[src/rtl/gate_array_pkg.sv]
// Shared definitions for the gate array filter: gate mode encodings,
// per-channel filter states and the gate-function helper.
package gate_array_pkg;

  // Gate function applied to every channel slice.
  typedef enum logic [1:0] {
    MODE_AND  = 2'b00,
    MODE_NAND = 2'b01,
    MODE_OR   = 2'b10,
    MODE_NOR  = 2'b11
  } mode_e;

  // Per-channel filter state.
  typedef enum logic {
    ST_STABLE  = 1'b0,
    ST_PENDING = 1'b1
  } filt_state_e;

  // Width of the per-cycle update popcount (up to 16 channels).
  localparam int POP_W = 5;

  // Combine precomputed AND/OR reductions according to the selected mode.
  function automatic logic gate_apply(input mode_e mode, input logic all_ones,
                                      input logic any_one);
    logic res;
    case (mode)
      MODE_AND:  res = all_ones;
      MODE_NAND: res = ~all_ones;
      MODE_OR:   res = any_one;
      MODE_NOR:  res = ~any_one;
      default:   res = 1'b0;
    endcase
    return res;
  endfunction

endpackage

[src/rtl/gate_array_filt_if.sv]
// Bus interface of the gate array filter: sampled data/mode inputs,
// control strobes and the filtered outputs.
interface gate_array_filt_if #(
  parameter int CHANNELS = 3,
  parameter int INPUTS   = 3,
  parameter int CNT_W    = 8
);
  logic [CHANNELS*INPUTS-1:0] in_data;
  logic [1:0]                 in_mode;
  logic                       in_en;
  logic                       in_cnt_clr;
  logic [CHANNELS-1:0]        out_y;
  logic [CHANNELS-1:0]        out_chg;
  logic [CNT_W-1:0]           out_evt_cnt;

  modport master (
    output in_data, in_mode, in_en, in_cnt_clr,
    input  out_y, out_chg, out_evt_cnt
  );

  modport slave (
    input  in_data, in_mode, in_en, in_cnt_clr,
    output out_y, out_chg, out_evt_cnt
  );
endinterface

[src/rtl/gate_filt_ch.sv]
// One gate channel: mode reduction of the sampled slice, persistence
// filter (STABLE/PENDING) and the one-cycle change pulse.
module gate_filt_ch
  import gate_array_pkg::*;
#(
  parameter int INPUTS   = 3,
  parameter int FILT_LEN = 4
) (
  input  logic              clk,
  input  logic              rst_n,
  input  logic [INPUTS-1:0] i_data,
  input  mode_e             i_mode,
  input  logic              i_en,
  output logic              o_y,
  output logic              o_chg,
  output logic              o_upd
);

  localparam int CW = ($clog2(FILT_LEN + 1) < 1) ? 1 : $clog2(FILT_LEN + 1);
  localparam logic [CW-1:0] CNT_LAST = CW'(FILT_LEN - 1);
  localparam logic [CW-1:0] CNT_ONE  = CW'(1);
  localparam logic [CW-1:0] CNT_ZERO = CW'(0);

  filt_state_e   r_state;
  filt_state_e   w_state_nxt;
  logic [CW-1:0] r_cnt;
  logic [CW-1:0] w_cnt_nxt;
  logic          r_y;
  logic          w_y_nxt;
  logic          r_chg;
  logic          w_chg_nxt;
  logic          w_raw;

  assign w_raw = gate_apply(i_mode, &i_data, |i_data);

  // Filter state, count, filtered output and change pulse registers.
  always_ff @(posedge clk or negedge rst_n) begin
    if (!rst_n) begin
      r_state <= ST_STABLE;
      r_cnt   <= CNT_ZERO;
      r_y     <= 1'b0;
      r_chg   <= 1'b0;
    end else begin
      r_state <= w_state_nxt;
      r_cnt   <= w_cnt_nxt;
      r_y     <= w_y_nxt;
      r_chg   <= w_chg_nxt;
    end
  end

  // Next-state logic: a differing raw value must survive FILT_LEN edges;
  // returning to the current output at any point discards the attempt.
  always_comb begin
    w_state_nxt = r_state;
    w_cnt_nxt   = r_cnt;
    w_y_nxt     = r_y;
    w_chg_nxt   = 1'b0;
    o_upd       = 1'b0;
    if (i_en) begin
      case (r_state)
        ST_STABLE: begin
          if (w_raw == r_y) begin
            w_cnt_nxt = CNT_ZERO;
          end else if (r_cnt == CNT_LAST) begin
            // FILT_LEN of 1: commit on the first differing edge.
            w_y_nxt   = w_raw;
            w_cnt_nxt = CNT_ZERO;
            w_chg_nxt = 1'b1;
            o_upd     = 1'b1;
          end else begin
            w_cnt_nxt   = r_cnt + CNT_ONE;
            w_state_nxt = ST_PENDING;
          end
        end
        ST_PENDING: begin
          if (w_raw == r_y) begin
            w_cnt_nxt   = CNT_ZERO;
            w_state_nxt = ST_STABLE;
          end else if (r_cnt == CNT_LAST) begin
            w_y_nxt     = w_raw;
            w_cnt_nxt   = CNT_ZERO;
            w_chg_nxt   = 1'b1;
            o_upd       = 1'b1;
            w_state_nxt = ST_STABLE;
          end else begin
            w_cnt_nxt = r_cnt + CNT_ONE;
          end
        end
        default: begin
          w_state_nxt = ST_STABLE;
          w_cnt_nxt   = CNT_ZERO;
        end
      endcase
    end else begin
      // Disabled: everything holds, no pulse.
      w_chg_nxt = 1'b0;
    end
  end

  assign o_y   = r_y;
  assign o_chg = r_chg;

endmodule

[src/rtl/gate_array_filt.sv]
// Gate array filter top: samples data/mode every edge, runs CHANNELS
// independent filtered gate channels and counts output changes.
module gate_array_filt
  import gate_array_pkg::*;
#(
  parameter int CHANNELS = 3,
  parameter int INPUTS   = 3,
  parameter int FILT_LEN = 4,
  parameter int CNT_W    = 8
) (
  input logic               clk,
  input logic               rst_n,
  gate_array_filt_if.slave  bus
);

  localparam int SUM_W = CNT_W + POP_W;
  localparam logic [CNT_W-1:0] CNT_MAX = {CNT_W{1'b1}};

  logic [CHANNELS*INPUTS-1:0] r_data;
  mode_e                      r_mode;
  logic [CHANNELS-1:0]        w_y;
  logic [CHANNELS-1:0]        w_chg;
  logic [CHANNELS-1:0]        w_upd;
  logic [POP_W-1:0]           w_pop;
  logic [SUM_W-1:0]           w_sum;
  logic [CNT_W-1:0]           w_evt_nxt;
  logic [CNT_W-1:0]           r_evt;

  // Sample register: captures data and mode on every edge, even when disabled.
  always_ff @(posedge clk or negedge rst_n) begin
    if (!rst_n) begin
      r_data <= '0;
      r_mode <= MODE_AND;
    end else begin
      r_data <= bus.in_data;
      r_mode <= mode_e'(bus.in_mode);
    end
  end

  for (genvar c = 0; c < CHANNELS; c++) begin : g_ch
    gate_filt_ch #(
      .INPUTS   (INPUTS),
      .FILT_LEN (FILT_LEN)
    ) u_ch (
      .clk    (clk),
      .rst_n  (rst_n),
      .i_data (r_data[c*INPUTS +: INPUTS]),
      .i_mode (r_mode),
      .i_en   (bus.in_en),
      .o_y    (w_y[c]),
      .o_chg  (w_chg[c]),
      .o_upd  (w_upd[c])
    );
  end

  // Number of channels committing a new output on this edge.
  always_comb begin
    w_pop = {POP_W{1'b0}};
    for (int c = 0; c < CHANNELS; c++) begin
      w_pop = w_pop + {{(POP_W-1){1'b0}}, w_upd[c]};
    end
  end

  // Saturating add of this edge's updates onto the event count.
  always_comb begin
    w_sum = {{POP_W{1'b0}}, r_evt} + {{(SUM_W-POP_W){1'b0}}, w_pop};
    if (w_sum > {{POP_W{1'b0}}, CNT_MAX}) begin
      w_evt_nxt = CNT_MAX;
    end else begin
      w_evt_nxt = w_sum[CNT_W-1:0];
    end
  end

  // Event counter: clear wins over same-edge increments; holds when disabled.
  always_ff @(posedge clk or negedge rst_n) begin
    if (!rst_n) begin
      r_evt <= '0;
    end else if (bus.in_cnt_clr) begin
      r_evt <= '0;
    end else if (bus.in_en) begin
      r_evt <= w_evt_nxt;
    end else begin
      r_evt <= r_evt;
    end
  end

  assign bus.out_y       = w_y;
  assign bus.out_chg     = w_chg;
  assign bus.out_evt_cnt = r_evt;

endmodule

[src/flat_wrapper.sv]
// flat-port wrapper written by rule: the top's interface ports become plain ports
module gate_array_filt_flat import gate_array_pkg::*;
#(
  parameter int CHANNELS = 3,
  parameter int INPUTS   = 3,
  parameter int FILT_LEN = 4,
  parameter int CNT_W    = 8
)
  (clk, rst_n, bus_in_data, bus_in_mode, bus_in_en, bus_in_cnt_clr, bus_out_y, bus_out_chg, bus_out_evt_cnt);
  gate_array_filt_if #(.CHANNELS(CHANNELS), .INPUTS(INPUTS), .CNT_W(CNT_W)) bus_i ();
  input logic clk;
  input logic rst_n;
  input wire logic [$bits(bus_i.in_data)-1:0] bus_in_data;
  input wire logic [$bits(bus_i.in_mode)-1:0] bus_in_mode;
  input wire logic [$bits(bus_i.in_en)-1:0] bus_in_en;
  input wire logic [$bits(bus_i.in_cnt_clr)-1:0] bus_in_cnt_clr;
  output wire logic [$bits(bus_i.out_y)-1:0] bus_out_y;
  output wire logic [$bits(bus_i.out_chg)-1:0] bus_out_chg;
  output wire logic [$bits(bus_i.out_evt_cnt)-1:0] bus_out_evt_cnt;
  assign bus_i.in_data = bus_in_data;
  assign bus_i.in_mode = bus_in_mode;
  assign bus_i.in_en = bus_in_en;
  assign bus_i.in_cnt_clr = bus_in_cnt_clr;
  assign bus_out_y = bus_i.out_y;
  assign bus_out_chg = bus_i.out_chg;
  assign bus_out_evt_cnt = bus_i.out_evt_cnt;
  gate_array_filt #(.CHANNELS(CHANNELS), .INPUTS(INPUTS), .FILT_LEN(FILT_LEN), .CNT_W(CNT_W)) u_core (.clk(clk), .rst_n(rst_n), .bus(bus_i));
endmodule
[config.mk]
export PLATFORM = sky130hd
export DESIGN_NAME = gate_array_filt_flat
export DESIGN_NICKNAME = d
export VERILOG_FILES = /design/src/rtl/gate_array_pkg.sv /design/src/rtl/gate_array_filt_if.sv /design/src/rtl/gate_filt_ch.sv /design/src/rtl/gate_array_filt.sv /design/src/flat_wrapper.sv
export SDC_FILE = /design/constraint.sdc
export NUM_CORES = 1
export LEC_CHECK = 0
export ABC_AREA = 1
export CAP_MARGIN = 0
export CORE_AREA = 2 2 65 67
export DETAILED_ROUTE_END_ITERATION = 10
export DIE_AREA = 0 0 67 69
export PLACE_DENSITY = 0.76
export SLEW_MARGIN = 10
export SYNTH_ARGS = -nofsm -noshare
export SYNTH_HDL_FRONTEND = slang
export SYNTH_SLANG_ARGS = --single-unit
[constraint.sdc]
create_clock -name clk -period 2.9 [get_ports clk]
set_clock_uncertainty 0.15 [all_clocks]
set_input_delay 0.87 -clock clk [delete_from_list [all_inputs] [get_ports clk]]
set_output_delay 0.87 -clock clk [all_outputs]
set_load 0.05 [all_outputs]
==> impl_results.md <==
- Largest net degree at the start of global routing: 35
- Leak pwr: 1.25 nW
- DPL Wire Length: 2.53 mm
- F_max: 322 MHz
- Root Driver: clkbuf_8
- Power Dens Cells: 609 nW/um^2
- Setup violations, final: 8
- Cell mode on critical path: nand2_2
- #FFs+latches synth: 34
- Rel. slew slack: 66.9%
- Total die area: 4620 sq um
- DRT Wirelength: 3.52 mm
- Total GRT Usage: 18.8%
- DR vias: 1453
- Slowest cell delay on critical path: 0.54 ns
- CTS tree: done
- Ant diodes: 0
- Pre-CTS setup slack: -0.867 ns
- Fin. Hold Viols: 0
- Initial antenna violation count: 0
- Worst path required time: 2.95 ns
- Critical path's top delay family: simple AND/OR/NAND/NOR gates
- Max Cap Violations: 0
- Hold buffer count at cts: 0
- Max Slew Vio Count: 0
- Crit-path cells: nor2_1 > nand2_1 > nand2_1 > nand2_2 > nand2_2 > nand2_2 > nand3_4 > nor2_4 > fa_1 > ha_2 > inv_2 > fa_2 > nor2_2 > nor2_2 > nor3_4 > nand3_4 > nand2_2 > nand2_1 > o21ai_1
- VDD IR max: 410 uV
- Syn. warnings: 0
- Commonest cells after routing, fill and taps aside: 44 x nand2_1, 34 x dfrtp_1, 31 x inv_1
- Worst Path Buf+Inv: 1
- H-tree depth: 2
- CP Max Fanout: 7
- Initial Utilization: 45.7%
- Outcome: finished with violations
- Number of cell rows: 23
- Worst hold path type: flip-flop to flip-flop
- CP max stage cell: fa_1
- Seq/Total Area, Yosys: 47.6%
- Residual DRC: 0
- 1st-pass router iterations: 4
- Global-route wire length before repair: 6.68 mm
- Synth cell types: 26
- Worst-path clk slew: 0.07 ns
- Crit. End Element: flip-flop
- IO Count: 29
- Commonest non-fill, non-tap cell in the layout: nand2_1
- Setup crit start kind: flip-flop
- Total gr overflow: 0
- Arr. time, crit path: 3.15 ns
- Vias per cell: 4.75
- Chip Width: 67 um
- Post-layout power: 1.48 mW
- Antenna-violating nets left: 0
- Fin crit share: 107%
- Mapped Area: 1790 sq um
- DRT iter0 DRCs: 63
- Clock Latency Late Sink: 0.28 ns
- Inst Count DP: 293
- Final setup margin: -0.204 ns
- Clock Tree Buf Depth: 2
- Cells after Synth: 208
- Fin Hold WS: 0.351 ns
- CP Class: flip-flop to flip-flop
- Post-DR wirelength/cell: 11.5 um
- Post-Route Setup TNS: -1.40 ns
- Non-filler instance count after layout: 306
- Final nets: 281
- Area delta synth->final: 36.2%
- Minimum clock period: 3.10 ns
- CTS Buf Count: 5
- Core area: 3910 sq um
- Unrepaired setup endpoints after global routing: yes
- Port bufs: 28
- Die height: 69 um
- Net Count, Synth: 234
- Fill cell count: 354
- Layout cell share with drive strength beyond 1: 25.0%
- Number of global-route vias before repair: 1539
- GPL Wtd Cong: 0.828
- Sink Count: 34
- Synthesized area per cell: 8.59 sq um
- Failing checks: negative setup slack
- Worst slew pin tran: 0.495 ns
cells by family (layout without fill, tap and decap cells):
| logic type | after synthesis | count (layout) | synth area share, % |
|---|---|---|---|
| AOI/OAI and AO/OA | 22 | 22 | 6.65 |
| buffers and inverters | 40 | 88 | 9.80 |
| adders and majority gates | 11 | 11 | 8.54 |
| DFF | 34 | 34 | 47.6 |
| and+or+nand+nor | 99 | 99 | 26.4 |
| xor gates and xnor gates | 2 | 2 | 0.981 |
registers in the layout (all words and copies together) (netlist names):
| signal | flops |
|---|---|
| u_core.r_mode | 2 |
| u_core.g_ch.u_ch.r_cnt | 9 |
| u_core.r_data | 9 |
| u_core.g_ch.u_ch.o_y | 3 |
| u_core.bus.out_evt_cnt | 8 |
| u_core.g_ch.u_ch.o_chg | 3 |
routing by layer:
metal | share of wire [%] | wire length [um] | global-route usage (%) | vias up
li1 | - | - | - | 747
met5 | 0 | 0 | 0 | -
met2 | 52 | 1820 | 30.3 | 24
met1 | 43 | 1520 | 24.0 | 675
met3 | 2.9 | 102 | 3.43 | 7
met4 | 2.2 | 77 | 8.84 | 0
per-stage QoR:
step                utilization (%)  area, sq um
finish                         62.2         2430
detailed placement             56.9         2230
CTS                            60.9         2380
global placement               56.9         2230
global route                   62.2         2430
floorplan                         -         1850
synth_stat cells:
master    number  area (sq um)
xor2_1         2          17.5
o211ai_1       1          7.51
buf_4          6          45.0
nand4_1        5          31.3
nand2_2        3          18.8
nor2_2         1          6.26
nand3_4        1          17.5
nor2_8         1          20.0
or2_2          3          18.8
nor2_1        11          41.3
ha_1           9           113
nor3_1         1          5.00
dfrtp_1       34           851
a21oi_1        1          5.00
fa_1           2          40.0
o21ai_1       10          50.1
nor3_4         1          16.3
nand3_2        1          10.0
nand3_1       16          80.1
o21ai_0        6          30.0
inv_1         32           120
nand2_1       55           206
a31oi_1        3          18.8
a21boi_0       1          7.51
buf_2          1          5.00
clkbuf_2       1          5.00
worst reg2reg max path: cells and delay by family, from the launching register on:
family	cells	cell delay, ns
DFF	1	0.38
adders and majority gates	3	1.06
and+or+nand+nor	14	1.33
buffers and inverters	1	0.04
AOI/OAI and AO/OA	1	0.08
report_power, final:
part           switching, mW  internal [mW]
sequential            0.0546          0.547
combinational          0.279          0.197
clock                  0.164          0.240
area by class of cell:
cell class | count | area [sq um] | share of cell area (%)
clock buffer | 8 | 110 | 4.52
inverter | 32 | 120 | 4.94
multi-input combinational | 134 | 861 | 35.4
sequential | 34 | 851 | 35.0
tap | 50 | 62.6 | 2.57
timing repair buffer | 48 | 429 | 17.6
what timing repair did:
action,4_1_cts,5_1_grt
gates resized for setup,12,12
endpoints found under the hold margin,0,0
pin swaps,8,15
buffers inserted,4,1
setup endpoints to repair,8,8
final timing paths:
kind,startpoint,end,slack (ns),depth (start not counted)
max in group asynchronous,rst_n,u_core.g_ch[2].u_ch.r_cnt[1]$_DFFE_PN0P_,1.45,2
min reg2reg,u_core.g_ch[1].u_ch.r_cnt[1]$_DFFE_PN0P_,u_core.g_ch[1].u_ch.r_cnt[1]$_DFFE_PN0P_,0.35,2
min in group asynchronous,rst_n,u_core.g_ch[0].u_ch.r_cnt[2]$_DFFE_PN0P_,0.84,2
max reg2reg,u_core.r_data[3]$_DFF_PN0_,u_core.bus.out_evt_cnt[3]$_DFFE_PN0P_,-0.20,19
max,u_core.r_data[3]$_DFF_PN0_,u_core.bus.out_evt_cnt[3]$_DFFE_PN0P_,-0.20,19
min,u_core.g_ch[1].u_ch.r_cnt[1]$_DFFE_PN0P_,u_core.g_ch[1].u_ch.r_cnt[1]$_DFFE_PN0P_,0.35,2
Note: power is estimated with default switching activity, not from simulation.
